--- config.mk ---
export PLATFORM = sky130hd
export DESIGN_NAME = multicycle_ctrl
export DESIGN_NICKNAME = d
export VERILOG_FILES = /design/src/rtl/multicycle_ctrl.sv
export SDC_FILE = /design/constraint.sdc
export NUM_CORES = 1
export LEC_CHECK = 0
export CELL_PAD_IN_SITES_DETAIL_PLACEMENT = 0
export CELL_PAD_IN_SITES_GLOBAL_PLACEMENT = 1
export CORE_ASPECT_RATIO = 0.9
export CORE_MARGIN = 2
export CORE_UTILIZATION = 32
export DETAILED_ROUTE_END_ITERATION = 10
export PLACE_DENSITY = 0.74
export SYNTH_ARGS = -nofsm -noshare
export SYNTH_HDL_FRONTEND = slang
export SYNTH_SLANG_ARGS = --single-unit
--- constraint.sdc ---
create_clock -name clk -period 3 [get_ports clk]
set_clock_uncertainty 0.2 [all_clocks]
set_input_delay 0.9 -clock clk [delete_from_list [all_inputs] [get_ports clk]]
set_output_delay 0.9 -clock clk [all_outputs]
set_load 0.01 [all_outputs]
--- src/rtl/multicycle_ctrl.sv ---
// Multicycle CPU control FSM: fetch/decode/exec/mem/writeback sequencing with memory timeout and halt handling.
// Optional retired-instruction counter output is enabled by defining MCTRL_RETIRE_CNT_EN.
module multicycle_ctrl #(
  parameter int MEM_TIMEOUT = 15,
  parameter int RETIRE_W    = 16
) (
  input  logic       clk,
  input  logic       Rst,
  input  logic [7:0] InsM,
  input  logic [1:0] InsL,
  input  logic [2:0] PSW_NZC,
  input  logic       mem_ack,
  input  logic       Resume,
  output logic       mem_req,
  output logic       Buff_MEMIns,
  output logic       WE_MEM,
  output logic       WE_RF,
  output logic       Buff_PSW,
  output logic [1:0] ALUop,
  output logic       Branch,
  output logic [1:0] Jump,
  output logic       PCplus1orWB,
  output logic       Buff_PC,
  output logic       Done,
  output logic       out_strobe,
  output logic       Halted,
  output logic       Illegal,
  output logic       BusErr,
  output logic [2:0] stage
`ifdef MCTRL_RETIRE_CNT_EN
  ,
  output logic [RETIRE_W-1:0] retired
`endif
);

  typedef enum logic [2:0] {
    S_FETCH = 3'd0, S_DECODE = 3'd1, S_EXEC = 3'd2,
    S_MEM = 3'd3, S_WB = 3'd4, S_HALT = 3'd5
  } state_e;

  typedef enum logic [4:0] {
    C_ALU, C_LHI, C_LLI, C_LDR, C_STR, C_CMP, C_ADDI, C_SUBI, C_MOV,
    C_BCOND, C_BAL, C_JMP, C_JALRL, C_JALRR, C_JR, C_OUTR, C_HLT, C_ILL
  } cls_e;

  localparam int TW = (MEM_TIMEOUT > 1) ? $clog2(MEM_TIMEOUT) : 1;

  state_e        state_q;
  logic [7:0]    ins_m_q;
  logic [1:0]    ins_l_q;
  logic [TW-1:0] wait_q;
  logic          illegal_q;
  logic          buserr_q;
  cls_e          cls;
  logic          cond_true;
  logic          timeout_hit;

  always_comb begin
    cls = C_ILL;
    case (ins_m_q[7:3])
      5'b00000: cls = C_ALU;
      5'b00001: cls = C_LHI;
      5'b00010: cls = C_LLI;
      5'b00011: cls = C_LDR;
      5'b00100: cls = C_LDR;
      5'b00101: cls = C_STR;
      5'b00110: cls = (ins_l_q == 2'b00) ? C_STR : ((ins_l_q == 2'b01) ? C_CMP : C_ILL);
      5'b00111: cls = C_ADDI;
      5'b01000: cls = C_SUBI;
      5'b01011: cls = C_MOV;
      5'b11000: cls = (ins_m_q[2:1] == 2'b11) ? C_ILL : C_BCOND;
      5'b11001: cls = C_BAL;
      5'b10000: cls = C_JMP;
      5'b10001: cls = C_JALRL;
      5'b10010: cls = C_JALRR;
      5'b10011: cls = C_JR;
      5'b11100: cls = (ins_l_q == 2'b00) ? C_OUTR : ((ins_l_q == 2'b01) ? C_HLT : C_ILL);
      default:  cls = C_ILL;
    endcase
  end

  // Condition codes index PSW_NZC as {N,Z,C}.
  always_comb begin
    cond_true = 1'b0;
    case (ins_m_q[2:0])
      3'd0:    cond_true = ~PSW_NZC[1];
      3'd1:    cond_true =  PSW_NZC[1];
      3'd2:    cond_true =  PSW_NZC[0];
      3'd3:    cond_true = ~PSW_NZC[0];
      3'd4:    cond_true =  PSW_NZC[2];
      3'd5:    cond_true = ~PSW_NZC[2];
      default: cond_true = 1'b0;
    endcase
  end

  assign timeout_hit = (MEM_TIMEOUT != 0) && (wait_q == TW'(MEM_TIMEOUT - 1));

  always_ff @(posedge clk) begin
    if (Rst) begin
      state_q   <= S_FETCH;
      ins_m_q   <= '0;
      ins_l_q   <= '0;
      wait_q    <= '0;
      illegal_q <= 1'b0;
      buserr_q  <= 1'b0;
    end else begin
      wait_q <= '0;
      case (state_q)
        S_FETCH: begin
          if (mem_ack) begin
            ins_m_q <= InsM;
            ins_l_q <= InsL;
            state_q <= S_DECODE;
          end else if (timeout_hit) begin
            buserr_q <= 1'b1;
            state_q  <= S_HALT;
          end else begin
            wait_q <= wait_q + TW'(1);
          end
        end
        S_DECODE: begin
          if (cls == C_HLT) begin
            state_q <= S_HALT;
          end else if (cls == C_ILL) begin
            illegal_q <= 1'b1;
            state_q   <= S_HALT;
          end else begin
            state_q <= S_EXEC;
          end
        end
        S_EXEC: begin
          case (cls)
            C_LDR, C_STR: state_q <= S_MEM;
            C_ALU, C_LHI, C_LLI, C_ADDI, C_SUBI, C_MOV, C_JALRL, C_JALRR: state_q <= S_WB;
            default: state_q <= S_FETCH;
          endcase
        end
        S_MEM: begin
          if (mem_ack) begin
            state_q <= (cls == C_LDR) ? S_WB : S_FETCH;
          end else if (timeout_hit) begin
            buserr_q <= 1'b1;
            state_q  <= S_HALT;
          end else begin
            wait_q <= wait_q + TW'(1);
          end
        end
        S_WB: state_q <= S_FETCH;
        S_HALT: begin
          if (Resume && !illegal_q && !buserr_q) state_q <= S_FETCH;
        end
        default: state_q <= S_FETCH;
      endcase
    end
  end

  // Strobes are decoded from the current state; Rst forces everything quiet.
  always_comb begin
    mem_req     = 1'b0;
    Buff_MEMIns = 1'b0;
    WE_MEM      = 1'b0;
    WE_RF       = 1'b0;
    Buff_PSW    = 1'b0;
    ALUop       = 2'b00;
    Branch      = 1'b0;
    Jump        = 2'b00;
    PCplus1orWB = 1'b0;
    Buff_PC     = 1'b0;
    out_strobe  = 1'b0;
    if (!Rst) begin
      case (state_q)
        S_FETCH: begin
          mem_req     = 1'b1;
          Buff_MEMIns = mem_ack;
        end
        S_EXEC: begin
          case (cls)
            C_ALU:         begin Buff_PSW = 1'b1; ALUop = ins_l_q; end
            C_ADDI:        Buff_PSW = 1'b1;
            C_SUBI:        begin Buff_PSW = 1'b1; ALUop = 2'b10; end
            C_CMP:         begin Buff_PSW = 1'b1; ALUop = 2'b10; Buff_PC = 1'b1; end
            C_BCOND:       begin Branch = cond_true; Buff_PC = 1'b1; end
            C_BAL:         begin Branch = 1'b1; Buff_PC = 1'b1; end
            C_JMP:         begin Jump = 2'b01; Buff_PC = 1'b1; end
            C_JALRL:       Jump = 2'b01;
            C_JALRR:       Jump = 2'b10;
            C_JR:          begin Jump = 2'b10; Buff_PC = 1'b1; end
            C_OUTR:        begin out_strobe = 1'b1; Buff_PC = 1'b1; end
            default: ;
          endcase
        end
        S_MEM: begin
          mem_req = 1'b1;
          WE_MEM  = (cls == C_STR);
          Buff_PC = (cls == C_STR) && mem_ack;
        end
        S_WB: begin
          WE_RF       = 1'b1;
          Buff_PC     = 1'b1;
          PCplus1orWB = (cls == C_JALRL) || (cls == C_JALRR);
        end
        default: ;
      endcase
    end
  end

  assign Done    = Buff_PC;
  assign Halted  = !Rst && (state_q == S_HALT);
  assign Illegal = !Rst && illegal_q;
  assign BusErr  = !Rst && buserr_q;
  assign stage   = Rst ? 3'd0 : state_q;

`ifdef MCTRL_RETIRE_CNT_EN
  logic [RETIRE_W-1:0] retired_q;
  always_ff @(posedge clk) begin
    if (Rst) retired_q <= '0;
    else if (Done) retired_q <= retired_q + RETIRE_W'(1);
  end
  assign retired = retired_q;
`endif

endmodule

* Word-level counts from Yosys, hierarchy flattened *
Memory sizes are Yosys's and may differ from the RTL's.
Index checks and enable logic that the tools add are counted.

cells by class
  multiply operators = 0
  muxes and demuxes = 45
  add/subtract/negate cells = 1
  order comparisons = 0
  shifts and indexed selects = 0
  divide/modulo/power cells = 0
  reductions and logical operators = 26
  equal/unequal tests = 44
  bitwise gates (word level) = 6

operators with widths
  operator            count
  $pmux 5 s16         1
  $eq 5x4->1 const B  9
  $eq 5x5->1 const B  9
  $eq 5x3->1 const B  8
  $mux 3              9
  $mux 1              21
  $mux 5              4
  $eq 5x2->1 const B  3
  $pmux 3 s5          1
  $eq 3x2->1 const B  4
  $eq 3x3->1 const B  4
  $logic_not 5->1     2
  $reduce_or 2->1     5
  $mux 2              4
  $pmux 2 s2          2
  $reduce_or 4->1     2
  $eq 3x1->1 const B  2
  $logic_and 1x1->1   6
  $logic_not 3->1     2
  $not 1->1           6
  $pmux 1 s6          1
  $reduce_and 3->1    2
  $reduce_or 6->1     1
  $eq 5x1->1 const B  1
  other kinds (11)    13

storage, ports and cells
  ROM bits = 48
  output and inout port bits = 20
  register bits after elaboration = 19
  input port bits = 17
  word-level logic and storage cells = 129
  RAM bits = 0
  memories = 1
  bits in latches = 0

memory list
  name             depth  bits a word  rd ports  clocked after memory_dff  write ports  RTL line  text
  (no name shown)  16     3            1         0                         0            132       case (cls)

* Logic depth before layout (Yosys ltp) *
Gate-level depths: netlist of run 1.

  depth after elaboration = 9
  gate-level depth with buffers = 9
  mapped depth without buffers = 8

* Worst setup path before layout of run 1 *
OpenSTA, ideal clock, no wires.

  path type = register -> output
  start = reg ins_l_q[1]
  end = out Done
  setup slack = -0.320 ns
  arrival time = 2.220 ns
  data required time = 1.900 ns
  cell stages (with the launch flop) = 8
  path buffers = 1
  cells stage by stage = dfxtp_1 or2_1 and3b_1 o2111a_2 nor4b_4 mux2_2 o22ai_1 buf_4

between the ends
  cells in the longest elaborated chain, start to end = 9
  elaborated cells between the ends (all ways) = 19
  those cells by class = eq/ne: 8; mux: 8; reduce/logical: 3

RTL lines
  element                                   RTL line  text
  start: declaration                        50        logic [1:0] ins_l_q;
  start signal: assignment                  112       ins_l_q <= InsL;
  $eq 2x1->1                                67, 77
  $mux 1 or $mux 5 (tied branches)          77, 67
  $mux 5 (on tied branches)                 77, 67
  $pmux 5 s16 *                             60        case (ins_m_q[7:3])
  $eq 5x4->1 or $eq 5x3->1 (tied branches)  177       case (cls)
  $reduce_or 6->1 (no line)                 n/a
  $mux 1                                    177
  $pmux 1 s3 *                              171       case (state_q)
  $mux 1 *                                  170       if (!Rst) begin
  end: declaration                          24        output logic Done,

Every way passes the cells marked *; elsewhere a longest branch is shown, timed or not.

* Worst setup path after layout of run 1 *
Same ends and word-level chain as after synthesis.

==> impl_metrics.tcl, run 1 <==
set metrics [dict create \
    outcome "complete, but fails checks" \
    failed_checks "setup timing" \
    cts.sinks 19 \
    finalNetCount 323 \
    antenna_left 0 \
    power-per-cell-area_nw_per_um2 374 \
    htree_levels 1 \
    syn_inst 211 \
    cts_tree "yes" \
    fin_crit_ns 3.38 \
    holdCritPathClass "reg -> reg" \
    yosys.area.top_type "dfxtp_1" \
    ys_dominant_reg_cell "dfxtp_1" \
    place_congestion 0.929 \
    io_pins 37 \
    grt_remaining_overflow 0 \
    layout_setup_ws_ns -0.380 \
    post_drt_wl_per_cell_um 13.3 \
    drc 0 \
    root_buffer "clkbuf_8" \
    synth_most_common_cell "nand2_1" \
    max_freq_ghz 0.296 \
    ys_warn_count 0 \
    path_max_fanout 3 \
    clkSlewWorstSetupHoldPaths_ns 0.07 \
    crit_chain "or2_4 > and3b_1 > o2111a_2 > nor4b_4 > buf_4 > mux2_4 > o22ai_4 > buf_2" \
    antenna_found_initial 0 \
    die_h_um 69.6 \
    synth_fp_nets 230 \
    path_class "reg -> out" \
    cts-buffers-inserted 3 \
    tns_ns -2.16 \
    critPathTopFamily "simple AND/OR/NAND/NOR gates" \
    grt_max_degree 19 \
    fill_cells 473 \
    fp-row-count 23 \
    rsz0062_at_grt "yes" \
    drive_above_1_share_pct 40.3 \
    synth_edf_count 0 \
    leakagePower_nw 1.15 \
    tightest_slew_ns 0.446 \
    grt_pass1_wl_mm 8.34 \
    cp.required_ns 1.90 \
    crit_slowest_cell "dfxtp_2" \
    avgSynthCellArea_um2 7.26 \
    synth-seq-cells 19 \
    synth_cell_types 56 \
    netlist.area_leader.share_pct 24.8 \
    postCtsHoldBufs 0 \
    drt_iter0_drc 81 \
    totalWireLength_mm 4.87 \
    grt_pass1_vias 1859 \
    synth_commonest_cells "nand2_1 (31), a21oi_1 (22), nor2_1 (20)" \
    syn_to_final_growth_pct 68.4 \
    maxCapViolations 0 \
    die_area_um2 5360 \
    first_pass_iters 4 \
    cp_num_buf_inv 2 \
    hpwl_mm 3.83 \
    utilization_pct 57.1 \
    synth_area_leaders "dfxtp_1 (25%), nand2_1 (7.6%), a21oi_1 (7.2%), nor2_1 (4.9%), nor2b_1 (2.9%)" \
    maxSlewViolCount 0 \
    track_usage_pct 18.5 \
    relSlewSlack_pct 70.3 \
    power_w 0.000964 \
    peakVddDrop_mv 0.265 \
    n_antenna_cell 0 \
    place_ws_ns -0.818 \
    critical-path-max-stage-delay_ns 0.32 \
    finalCritPeriodShare_pct 113 \
    hold_viol 0 \
    async_flop_share_pct 0 \
    setup_viol 8 \
    clock_tree.buffer_depth 2 \
    clk_latency_ns 0.25 \
    via_per_inst 5.08 \
    die_w_um 76.9 \
    critical_path_arrival_ns 2.28 \
    initial_core_util_pct 33.9 \
    end_kind "output pin" \
    netlist_area_um2 1530 \
    core-area_um2 4520 \
    start_kind "flip-flop" \
    yosysSeqAreaShare_pct 24.8 \
    vias 1855 \
    portBuffers 36 \
]
-- registers in the layout, indices dropped and copies added, names as in the netlist --
register	flops
buserr_q	1
illegal_q	1
ins_l_q	2
ins_m_q	8
state_q	3
wait_q	4
-- cell families after synthesis --
| group | Yosys count | synth area share, % |
|---|---|---|
| compound gates | 59 | 26.6 |
| xor+xnor | 5 | 2.86 |
| fa+ha+maj | 2 | 1.63 |
| buf+inv | 22 | 6.54 |
| flops | 19 | 24.8 |
| mux | 1 | 0.735 |
| simple gates | 103 | 36.8 |
-- what timing repair did --
item                       4_1_cts  5_1_grt
gates resized for setup         90       24
pin swaps                       12       14
setup endpoints to repair       20       13
setup buffers                    2        4
-- power by group --
group | leakage (nW) | total, W | switching (W) | internal [W]
logic | 0.967 | 0.000492 | 0.000233 | 0.000259
clock network | 0.0228 | 0.000173 | 0.0000791 | 0.0000942
registers | 0.158 | 0.000299 | 0.0000273 | 0.000272
-- worst reg2reg max path, cell delays in order, from the launching register on --
cell	delay, ns
dfxtp_2	0.32
or2_4	0.26
and3b_1	0.16
o2111a_2	0.28
or4b_4	0.50
buf_6	0.14
buf_4	0.13
a21oi_1	0.13
nor2_1	0.05
-- placed cells by master (no fill, tap or decap), types with 8 or more instances in the layout --
cell type | netlist | routed
dfxtp_1 | 19 | 13
buf_4 | 1 | 57
clkdlybuf4s50_1 | 0 | 11
inv_1 | 9 | 9
buf_6 | 1 | 8
buf_2 | 5 | 11
nand2_1 | 31 | 31
nor2_1 | 20 | 20
dlygate4sd2_1 | 0 | 9
a21oi_1 | 22 | 18
-- routing by layer --
| layer | vias to the layer above | GRT usage (%) | routed length (um) |
|---|---|---|---|
| li1 | 948 | - | - |
| met1 | 863 | 25.7 | 2470 |
| met2 | 40 | 31.1 | 2200 |
| met3 | 4 | 1.95 | 172 |
| met4 | 0 | 3.43 | 29 |
| met5 | - | 0 | 0 |
-- worst paths after layout --
| check | slack [ns] | depth (start not counted) | end | start |
|---|---|---|---|---|
| max | -0.38 | 8 | Done | ins_l_q[1] |
| min | 0.27 | 1 | wait_q[0] | wait_q[0] |
| max reg2reg | 0.73 | 8 | illegal_q | ins_l_q[1] |
| min reg2reg | 0.27 | 1 | wait_q[0] | wait_q[0] |
-- metrics by stage --
| stage | hold slack (ns) | std cells | area, um^2 |
|---|---|---|---|
| global route | 0.286 | 365 | 2580 |
| detailed placement | 0.259 | 356 | 2380 |
| finish | 0.269 | 365 | 2580 |
| floorplan | 0.230 | 211 | 1560 |
| global placement | 0.246 | 356 | 2380 |
| CTS | 0.276 | 362 | 2490 |
-- final cells by class --
cell class,instances,area (um^2),area share (%)
multi-input cells,170,1220,47.3
repair buffers,101,808,31.3
flip-flops and latches,19,395,15.3
well taps,62,77.6,3.01
clock buffers,4,45.0,1.75
inverters,9,33.8,1.31
No activity file was read; power rests on OpenSTA's default activity.
==> run 2: changes to the inputs <==
--- a/config.mk
+++ b/config.mk
@@ -9,9 +9,10 @@
 export CELL_PAD_IN_SITES_GLOBAL_PLACEMENT = 1
 export CORE_ASPECT_RATIO = 0.9
 export CORE_MARGIN = 2
-export CORE_UTILIZATION = 32
+export CORE_UTILIZATION = 40
 export DETAILED_ROUTE_END_ITERATION = 10
-export PLACE_DENSITY = 0.74
+export DONT_BUFFER_PORTS = 1
+export PLACE_DENSITY = 0.72
 export SYNTH_ARGS = -nofsm -noshare
 export SYNTH_HDL_FRONTEND = slang
 export SYNTH_SLANG_ARGS = --single-unit
==> run 2 against run 1 <==
  * The flow still finishes with violations (setup timing)
  * Worst setup slack improved by 0.069 ns
  * Utilization up 0.57 points
  * Die area fell by 19%
  * Clock power rose by 6%
  * Cell area down 17%
==> impl_metrics.tcl, run 2 (synthesized netlist as in run 1, its figures left out) <==
set metrics [dict create \
    grt_pass1_wl_mm 7.68 \
    drt_iter0_drc 86 \
    clk_latency_ns 0.26 \
    start_kind "flip-flop" \
    fin_cells 304 \
    grt_pass1_vias 1640 \
    track_usage_pct 21.4 \
    cts-buffers-inserted 3 \
    grt_max_degree 25 \
    failed_checks "setup timing" \
    cts_tree "yes" \
    place_congestion 0.930 \
    r2r-end "illegal_q" \
    worstSetupStartpoint "ins_l_q[1]" \
    holdCritPathClass "reg -> reg" \
    reg_top3 "ins_m_q: 8 flops, wait_q: 4 flops, state_q: 3 flops" \
    outcome "complete, but fails checks" \
    fp-row-count 21 \
    dp_cells 293 \
    io_pins 37 \
    layout_setup_ws_ns -0.311 \
    first_pass_iters 4 \
    vias 1719 \
    antenna_left 0 \
    root_buffer "clkbuf_8" \
    drive_above_1_share_pct 38.8 \
    postCtsHoldBufs 0 \
    path_class "reg -> out" \
    syn_to_final_growth_pct 39.5 \
    finalNetCount 278 \
    die_area_um2 4340 \
    tightest_slew_ns 0.617 \
    maxSlewViolCount 0 \
    clkSlewWorstSetupHoldPaths_ns 0.08 \
    leakagePower_nw 0.891 \
    largest_reg_flops 8 \
    drc 0 \
    cts.sinks 19 \
    finalCritPeriodShare_pct 110 \
    min_path_cells 1 \
    crit_slowest_cell "or4b_4" \
    r2r_start "ins_l_q[1]" \
    r2r_slack_ns 0.65 \
    n_antenna_cell 0 \
    portBuffers 0 \
    mostFrequentLayoutCells "buf_4 (53), nand2_1 (30), nor2_1 (19)" \
    largest_register "ins_m_q" \
    core-area_um2 3700 \
    post_drt_wl_per_cell_um 15.1 \
    via_per_inst 5.65 \
    critical_path_arrival_ns 2.21 \
    path_max_fanout 3 \
    end_kind "output pin" \
    hold_viol 0 \
    place_ws_ns -0.197 \
    crit_chain "or2_1 > and3b_1 > o2111a_2 > or4b_4 > buf_6 > o21ai_2 > a21oi_2 > buf_4" \
    rsz0062_at_grt "yes" \
    critical-path-max-stage-delay_ns 0.50 \
    max_freq_ghz 0.302 \
    clock_tree.buffer_depth 2 \
    maxCapViolations 0 \
    totalWireLength_mm 4.60 \
    grt_remaining_overflow 0 \
    antenna_found_initial 0 \
    power-per-cell-area_nw_per_um2 424 \
    die_h_um 62.7 \
    relSlewSlack_pct 58.7 \
    htree_levels 1 \
    hpwl_mm 3.59 \
    cp-endpoint "Buff_PSW" \
    initial_core_util_pct 41.3 \
    die_w_um 69.2 \
    setup_viol 8 \
    peakVddDrop_mv 0.252 \
    layout_commonest_cell "buf_4" \
    cp.required_ns 1.90 \
    r2r_cells 9 \
    fin_crit_ns 3.31 \
]
==> run 2: area by class of cell <==
class / count / area, um^2
multi-input combinational: 170 / 1170
tap: 46 / 57.6
clock inverter: 1 / 5.00
clock buffer: 3 / 41.3
timing repair buffer: 56 / 432
inverter: 9 / 33.8
fill: 341 / 1570
sequential: 19 / 393
==> run 2: what timing repair did <==
item | in CTS | in global routing
endpoints found under the setup margin | 8 | 9
pin swaps | 14 | 13
setup buffers | 8 | 0
gates resized for setup | 26 | 8
==> run 2: worst min path at each step <==
stage | startpoint | to | slack, ns
floorplan | wait_q[0] | wait_q[0] | 0.23
global placement | wait_q[0] | wait_q[0] | 0.24
detailed placement | wait_q[0] | wait_q[0] | 0.25
CTS | wait_q[0] | wait_q[0] | 0.27
global route | wait_q[0] | wait_q[0] | 0.30
finish | wait_q[0] | wait_q[0] | 0.27
==> run 2: metal layers <==
metal	track usage, %	wire, um	part of all wire, %	up-vias
met2	33.9	2070	45	62
li1	-	-	-	856
met3	4.84	298	6.5	10
met4	5.64	70	1.5	0
met1	29.4	2150	47	791
met5	0	0	0	-
==> run 2: stage by stage <==
step                TNS (ns)  power [W]  instance area (um^2)  hold WS (ns)  util (%)
finish                 -1.80   0.000905                  2140         0.269      57.6
global route           -2.48   0.000959                  2140         0.302      57.6
CTS                    -2.09   0.000890                  2110         0.274      56.9
detailed placement     -1.20   0.000641                  1920         0.255      51.7
global placement       -1.08   0.000637                  1920         0.241      51.7
floorplan            -0.0561   0.000507                  1560         0.230         -
==> run 2: worst max-delay path: cells and delay by family, from the launching register on <==
kind,cells,cell delay (ns)
AND/OR/NAND/NOR,3,0.90
AO/OA/AOI/OAI,3,0.45
flip-flops,1,0.32
buffers and inverters,2,0.28
==> run 2: where the power goes <==
| group | internal [W] | switching [W] |
|---|---|---|
| clock network | 0.0000924 | 0.0000918 |
| registers | 0.000272 | 0.0000331 |
| logic | 0.000211 | 0.000204 |
| total | 0.000576 | 0.000329 |
